`config.mk`:
```
export PLATFORM = sky130hd
export DESIGN_NAME = stereo_sample_fifo
export DESIGN_NICKNAME = d
export VERILOG_FILES = /design/src/rtl/stereo_sample_fifo.sv
export SDC_FILE = /design/constraint.sdc
export NUM_CORES = 1
export LEC_CHECK = 0
export CELL_PAD_IN_SITES_DETAIL_PLACEMENT = 1
export CELL_PAD_IN_SITES_GLOBAL_PLACEMENT = 1
export CORE_ASPECT_RATIO = 0.8
export CORE_UTILIZATION = 53
export CTS_CLUSTER_DIAMETER = 50
export DETAILED_ROUTE_END_ITERATION = 12
export HOLD_SLACK_MARGIN = 0.08
export PLACE_DENSITY = 0.89
export SETUP_SLACK_MARGIN = 0.1
export SYNTH_ARGS = -nofsm -noshare
export SYNTH_HDL_FRONTEND = slang
export SYNTH_SLANG_ARGS = --single-unit
export TNS_END_PERCENT = 20
```
`constraint.sdc`:
```
create_clock -name clock_in -period 5.3 [get_ports clock_in]
set_clock_uncertainty 0.05 [all_clocks]
set_input_delay 1.06 -clock clock_in [delete_from_list [all_inputs] [get_ports clock_in]]
set_output_delay 1.06 -clock clock_in [all_outputs]
set_load 0.02 [all_outputs]
```
`src/rtl/stereo_sample_fifo.sv`:
```
// rtl/stereo_sample_fifo.sv - stereo pair FIFO between the I2S receiver and the DSP chain
// First-word-fall-through; drops new pairs when full and counts the losses.
module stereo_sample_fifo #(
  parameter int DEPTH = 16,
  parameter int WIDTH = 16
) (
  input  logic                     clock_in,
  input  logic                     reset_n_in,
  input  logic [WIDTH-1:0]         left_sample_in,
  input  logic [WIDTH-1:0]         right_sample_in,
  input  logic                     new_sample_in,
  input  logic                     sample_ready_in,
  output logic                     sample_valid_out,
  output logic [WIDTH-1:0]         left_sample_out,
  output logic [WIDTH-1:0]         right_sample_out,
  output logic [$clog2(DEPTH):0]   count_out,
  output logic                     overflow_out,
  output logic [15:0]              drop_count_out,
  input  logic                     clear_overflow_in
);

  localparam int AW = $clog2(DEPTH);
  localparam int CW = AW + 1;
  localparam logic [CW-1:0] FULL_COUNT = CW'(DEPTH);

  logic [2*WIDTH-1:0] r_mem [DEPTH];
  logic [AW-1:0]      r_wr_ptr;
  logic [AW-1:0]      r_rd_ptr;
  logic [CW-1:0]      r_count;
  logic               r_overflow;
  logic [15:0]        r_drop_count;

  logic               w_valid;
  logic               w_full;
  logic               w_pop;
  logic               w_push_ok;
  logic               w_drop;
  logic [2*WIDTH-1:0] w_head;

  assign w_valid   = (r_count != '0);
  assign w_full    = (r_count == FULL_COUNT);
  assign w_pop     = w_valid && sample_ready_in;
  // A full FIFO still accepts a push when the head leaves in the same cycle.
  assign w_push_ok = new_sample_in && (!w_full || w_pop);
  assign w_drop    = new_sample_in && w_full && !w_pop;
  assign w_head    = r_mem[r_rd_ptr];

  assign sample_valid_out = w_valid;
  assign left_sample_out  = w_valid ? w_head[2*WIDTH-1:WIDTH] : '0;
  assign right_sample_out = w_valid ? w_head[WIDTH-1:0]       : '0;
  assign count_out        = r_count;
  assign overflow_out     = r_overflow;
  assign drop_count_out   = r_drop_count;

  // Array contents carry no reset; occupancy alone decides what is visible.
  always_ff @(posedge clock_in) begin
    if (w_push_ok) begin
      r_mem[r_wr_ptr] <= {left_sample_in, right_sample_in};
    end
  end

  always_ff @(posedge clock_in or negedge reset_n_in) begin
    if (!reset_n_in) begin
      r_wr_ptr <= '0;
      r_rd_ptr <= '0;
      r_count  <= '0;
    end else begin
      if (w_push_ok) r_wr_ptr <= r_wr_ptr + 1'b1;
      if (w_pop)     r_rd_ptr <= r_rd_ptr + 1'b1;
      case ({w_push_ok, w_pop})
        2'b10:   r_count <= r_count + 1'b1;
        2'b01:   r_count <= r_count - 1'b1;
        default: r_count <= r_count;
      endcase
    end
  end

  // A drop in the same cycle as a clear restarts the tally at one.
  always_ff @(posedge clock_in or negedge reset_n_in) begin
    if (!reset_n_in) begin
      r_overflow   <= 1'b0;
      r_drop_count <= '0;
    end else if (w_drop) begin
      r_overflow <= 1'b1;
      if (clear_overflow_in)             r_drop_count <= 16'd1;
      else if (r_drop_count != 16'hFFFF) r_drop_count <= r_drop_count + 16'd1;
    end else if (clear_overflow_in) begin
      r_overflow   <= 1'b0;
      r_drop_count <= '0;
    end
  end

endmodule

```
# Word level (Yosys, flattened, before mapping)
# Memories as Yosys holds them, arrays and structs flattened.
# Index checks and enable logic that the tools add are counted.
[op_classes]
n_eq_ne = 4
reduce_logical = 12
mux = 11
add_sub_neg = 5
[op_table]
columns = ["cell", "n"]
rows = [
  ["2-to-1 mux 16 bit", 6],
  ["adder 16 x 1 -> 16 bit (second input constant)", 1],
  ["inequality test 16 bit (second input constant)", 1],
  ["one-hot mux 5 bit (2 select lines)", 1],
  ["adder 4 x 1 -> 4 bit (second input constant)", 2],
  ["nonzero test 2 bit", 3],
  ["adder 5 x 1 -> 5 bit (second input constant)", 1],
  ["equality test 5 bit (second input constant)", 1],
  ["nonzero test 5 bit", 1],
  ["subtractor 5 x 1 -> 5 bit (second input constant)", 1],
  ["logical AND 1 bit", 4],
  ["2-to-1 mux 1 bit", 4],
  ["equality test 2 x 1 -> 1 bit (second input constant)", 1],
  ["equality test 2 bit (second input constant)", 1],
  ["logical NOT 1 bit", 2],
  ["AND reduction 2 bit", 1],
  ["logical OR 1 bit", 1],
]
[word_totals]
out_inout_bits = 55
reg_bits = 30
inputBits = 37
mem_count = 1
ramBits = 512
word_cells = 38
[memory_table]
columns = ["memory", "words", "word_bits", "rd", "rd_ports_with_merged_regs", "write_ports", "line", "text"]
rows = [
  ["r_mem", 16, 32, 1, 0, 1, "26", "logic [2*WIDTH-1:0] r_mem [DEPTH];"],
]

# Longest topological paths before layout
[depth]
word_depth = 6
mapped_depth = 13
mapped_depth_nobuf = 11

# Least setup slack after synthesis
# Ideal clock, no wire load.
[synth_timing]
kind = "in2reg"
from = "input port sample_ready_in"
to = "memory r_mem[3][0] in the netlist's numbering (enable)"
arrival_time_ps = 3956
path_slack_ps = 833
required_time_ps = 4789
n_path_buf = 0
path_stages = 4
setup_time_ps = 461
cell_sequence = "nor2b_1 > a21boi_1 > nand2_1 > nor3_1"
[synth_between]
elab_chain_len = 5
[synth_rtl]
columns = ["element", "line", "text"]
rows = [
  ["start, declared", "12", "input logic sample_ready_in,"],
  ["logical AND 1 bit", "42", "assign w_pop = w_valid && sample_ready_in;"],
  ["logical OR 1 bit", "44", "assign w_push_ok = new_sample_in && (!w_full || w_pop);"],
  ["logical AND 1 bit", "44", ""],
  ["2-to-1 mux 1 bit", "57", "if (w_push_ok) begin"],
  ["2-to-1 mux 1 bit (implied by the code)", "58", "r_mem[r_wr_ptr] <= {left_sample_in, right_sample_in};"],
  ["end, declared", "26", ""],
]
# No other way between the ends.

# Final worst setup path
[layout_timing]
from = "register r_rd_ptr[1]"
to = "output port left_sample_out[15]"
[layout_between]
elab_chain_len = 2
[layout_rtl]
columns = ["element", "line", "text"]
rows = [
  ["start, declared", "28", "logic [AW-1:0] r_rd_ptr;"],
  ["start signal, assigned", "69", "if (w_pop) r_rd_ptr <= r_rd_ptr + 1'b1;"],
  ["memory read (16 x 32 bit)", "--", ""],
  ["2-to-1 mux 16 bit", "49", "assign left_sample_out = w_valid ? w_head[2*WIDTH-1:WIDTH] : '0;"],
  ["end, declared", "14", "output logic [WIDTH-1:0] left_sample_out,"],
]
# No other way between the ends.

==> results.toml <==
[yosys]
syn_area_per_cell_um2 = 22.1
syn_inst = 964
synth-edff-count = 512
synth.distinct_cells = 48
synth_top_area_frac = 0.723
ys.flop_type = "edfxtp_1"
netlist_top_cells_area = "edfxtp_1, mux4_2, dfrtp_1, and2_1, nor2_1"
ys_warn_count = 0
synth-async-reset-ratio = 0.0554
synth_seq_cells = 542
seq_area_frac_synth = 0.759
synth_top_area_cell = "edfxtp_1"
syn-num-nets = 1009
syn_area_mm2 = 0.0213

[finish]
fill_cells = 3179
area_delta_synth_final_pct = 16.7
diodes = 0
final_common_cell = "edfxtp_1"
regArea_mm2 = 0.0161
final_nets = 1143
multi_input_area_mm2 = 0.00498
mostFrequentLayoutCells = "edfxtp_1, mux4_2, clkdlybuf4s50_1"
drive_above_1_share = 0.265

[critical_path]
path_buf_inv = 2
cp-start-kind = "register"
crit_fanout = 51
critical_path_class = "reg -> out"
worst_path_max_delay_cell = "dfrtp_4"
crit_top_cell = "mux4_2"
rr_worst_depth = 10
r2r_start = "count_out[1]$_DFFE_PN0P_"
cp_data_required_time_ns = 4.19
crit_family = "buffers and inverters"
path_depth = 5
crit_chain = "buf_4 -> mux4_2 -> mux4_2 -> and2_1 -> clkdlybuf4s50_1"
cp.arrival_ns = 3.64
cpPeakStageDelay_ns = 0.90
critPathLaunch = "r_rd_ptr[1]$_DFFE_PN0N_"
endpoint_kind = "primary output"

[sta]
finalCriticalPeriod_ns = 4.75
hold_ws_ns = 0.450
maxSlewHeadroom = 0.238
report.final.setup_viol = 0
rsz0062_at_grt = "no"
hold_viol = 0
timing.final.crit_share = 0.895
fmax_ghz = 0.211
tns_ns = 0
drv_slew = 0
worst_pin_slew_ns = 1.14

[clocking]
cts_buffers = 54
clkSinkCount = 542
worstSkewPairLatency_ns = 0.56
root_buffer = "clkbuf_16"
cts_hold_buf = 0
cts_tree = "yes"
clkSlewWorstSetupHoldPaths_ns = 0.06
cts_buffer_depth = 3
cts_resized = 0
htreeDepth = 2
cts_setup_buffers = 0

[route]
firstDrtPassIters = 4
wl_per_cell_um = 29.1
vias = 10300
ant_nets = 0
drtIter0Drc = 933
vias_per_cell = 6.12
drcViolationCount = 0
drt_wl_total_um = 48900

[power_and_ir_drop]
p_clk_frac = 0.284
switchingPower_mw = 3.99
ir_drop_uv = 378
pwr-share-comb = 0.307
pwr-share-seq = 0.409
p_sw_frac = 0.294
intPower_mw = 9.57
power.density_mw_per_mm2 = 547
cellLeakagePower_nw = 7.92

[global_routing]
grt_remaining_overflow = 0
antenna_found_initial = 1
grt_max_degree = 52
grt_pass1_wl_um = 72900
grt_pass1_vias = 11200
track_usage = 0.248

[floorplan]
core-area_mm2 = 0.0394
start_util = 0.539
boundaryPins = 92
die_area_mm2 = 0.0409
fp.dieW_um = 226
die_h_um = 181
num_rows = 65

[run_status]
status = "completed"

[run]
max_cap_viol_count = 0

[hold_path]
hp-start = "overflow_out$_DFFE_PN0P_"
worst_hold_path_type = "reg -> reg"
holdPathStages = 1

[place]
dp_hpwl_um = 28800
gp_congestion = 0.831
io_buffers = 91
[final cells by class]
class / instances / area share
flip-flops and latches: 542 / 0.650
multi-input cells: 366 / 0.201
clock buffers: 66 / 0.0579
repair buffers: 127 / 0.0491
well taps: 536 / 0.0270
clock inverters: 32 / 0.0138
inverters: 7 / 0.00106
[cells by family after synthesis]
family,Yosys count,share of synthesized area
flops,542,0.759
mux,164,0.171
simple gates,137,0.0340
buf+inv,56,0.0125
compound gates,44,0.0135
xor+xnor,13,0.00536
fa+ha+maj,8,0.00471
[power by group through the flow]
stage	clock (mW)	combinational (mW)	sequential (mW)
after floorplan	0	2.89	5.36
after global placement	0	4.08	5.58
after detailed placement	0	4.20	5.63
after CTS	3.90	4.26	5.56
after global routing	4.05	4.43	5.60
final	3.84	4.17	5.55
[worst paths after layout]
kind                                            endpoint  slack (ns)
setup / recovery                     left_sample_out[15]        0.55
min in group asynchronous  drop_count_out[2]$_DFFE_PN0P_        0.85
max in group asynchronous        r_rd_ptr[1]$_DFFE_PN0N_        4.02
setup reg to reg                count_out[4]$_DFFE_PN0P_        1.83
hold reg to reg                 overflow_out$_DFFE_PN0P_        0.45
hold / removal                  overflow_out$_DFFE_PN0P_        0.45
[state kept, by name (all words and copies together) (netlist names)]
| signal | count |
|---|---|
| count_out | 5 |
| drop_count_out | 16 |
| overflow_out | 1 |
| r_mem | 512 |
| r_rd_ptr | 4 |
| r_wr_ptr | 4 |
[per-stage QoR]
stage               instances  cell area [um2]  total power, mW  setup WS, ns  utilization
global route             1676            24800             14.1         0.492        0.629
finish                   1676            24800             13.6         0.554        0.629
global placement         1578            23000             9.66          1.09        0.584
floorplan                 964            21300             8.24         0.833            -
detailed placement       1578            23000             9.84         0.937        0.584
CTS                      1676            24800             13.7         0.547        0.629
[routing by layer]
| layer | vias to the layer above | global-route usage | part of all wire |
|---|---|---|---|
| met1 | 5522 | 0.340 | 0.41 |
| met5 | - | 0 | 0 |
| li1 | 4302 | - | - |
| met2 | 335 | 0.419 | 0.52 |
| met4 | 0 | 0.0680 | 0.025 |
| met3 | 95 | 0.0376 | 0.051 |
[cell usage after synthesis (2+ instances only)]
master and instances:
or2_2 4, xnor2_1 5, buf_2 6, and2_1 32, o31ai_1 4, mux4_2 160
buf_4 11, mux2i_1 3, clkbuf_1 19, nor3_1 7, or3_1 8, dfrtp_1 30
buf_1 12, a21o_1 2, ha_1 8, nand3_1 15, nand4_1 2, nor2_1 29
xor2_1 8, a31oi_1 2, nor2b_1 4, o21ai_0 10, or4_1 2, nand2b_1 3
o211ai_1 6, edfxtp_1 512, nand2_1 22, a21oi_1 10, inv_1 6, and3_1 4
[worst register-to-register path, cell delays in order, from the launching register on]
cell and delay (ns):
dfrtp_1 0.51, or4_1 0.74, nor2_4 0.21, inv_2 0.32
nand2_1 0.31, inv_1 0.10, ha_1 0.36, o31ai_1 0.10
a21oi_1 0.25, o21ai_0 0.12, a221oi_1 0.30
(Power assumes the default switching activity.)
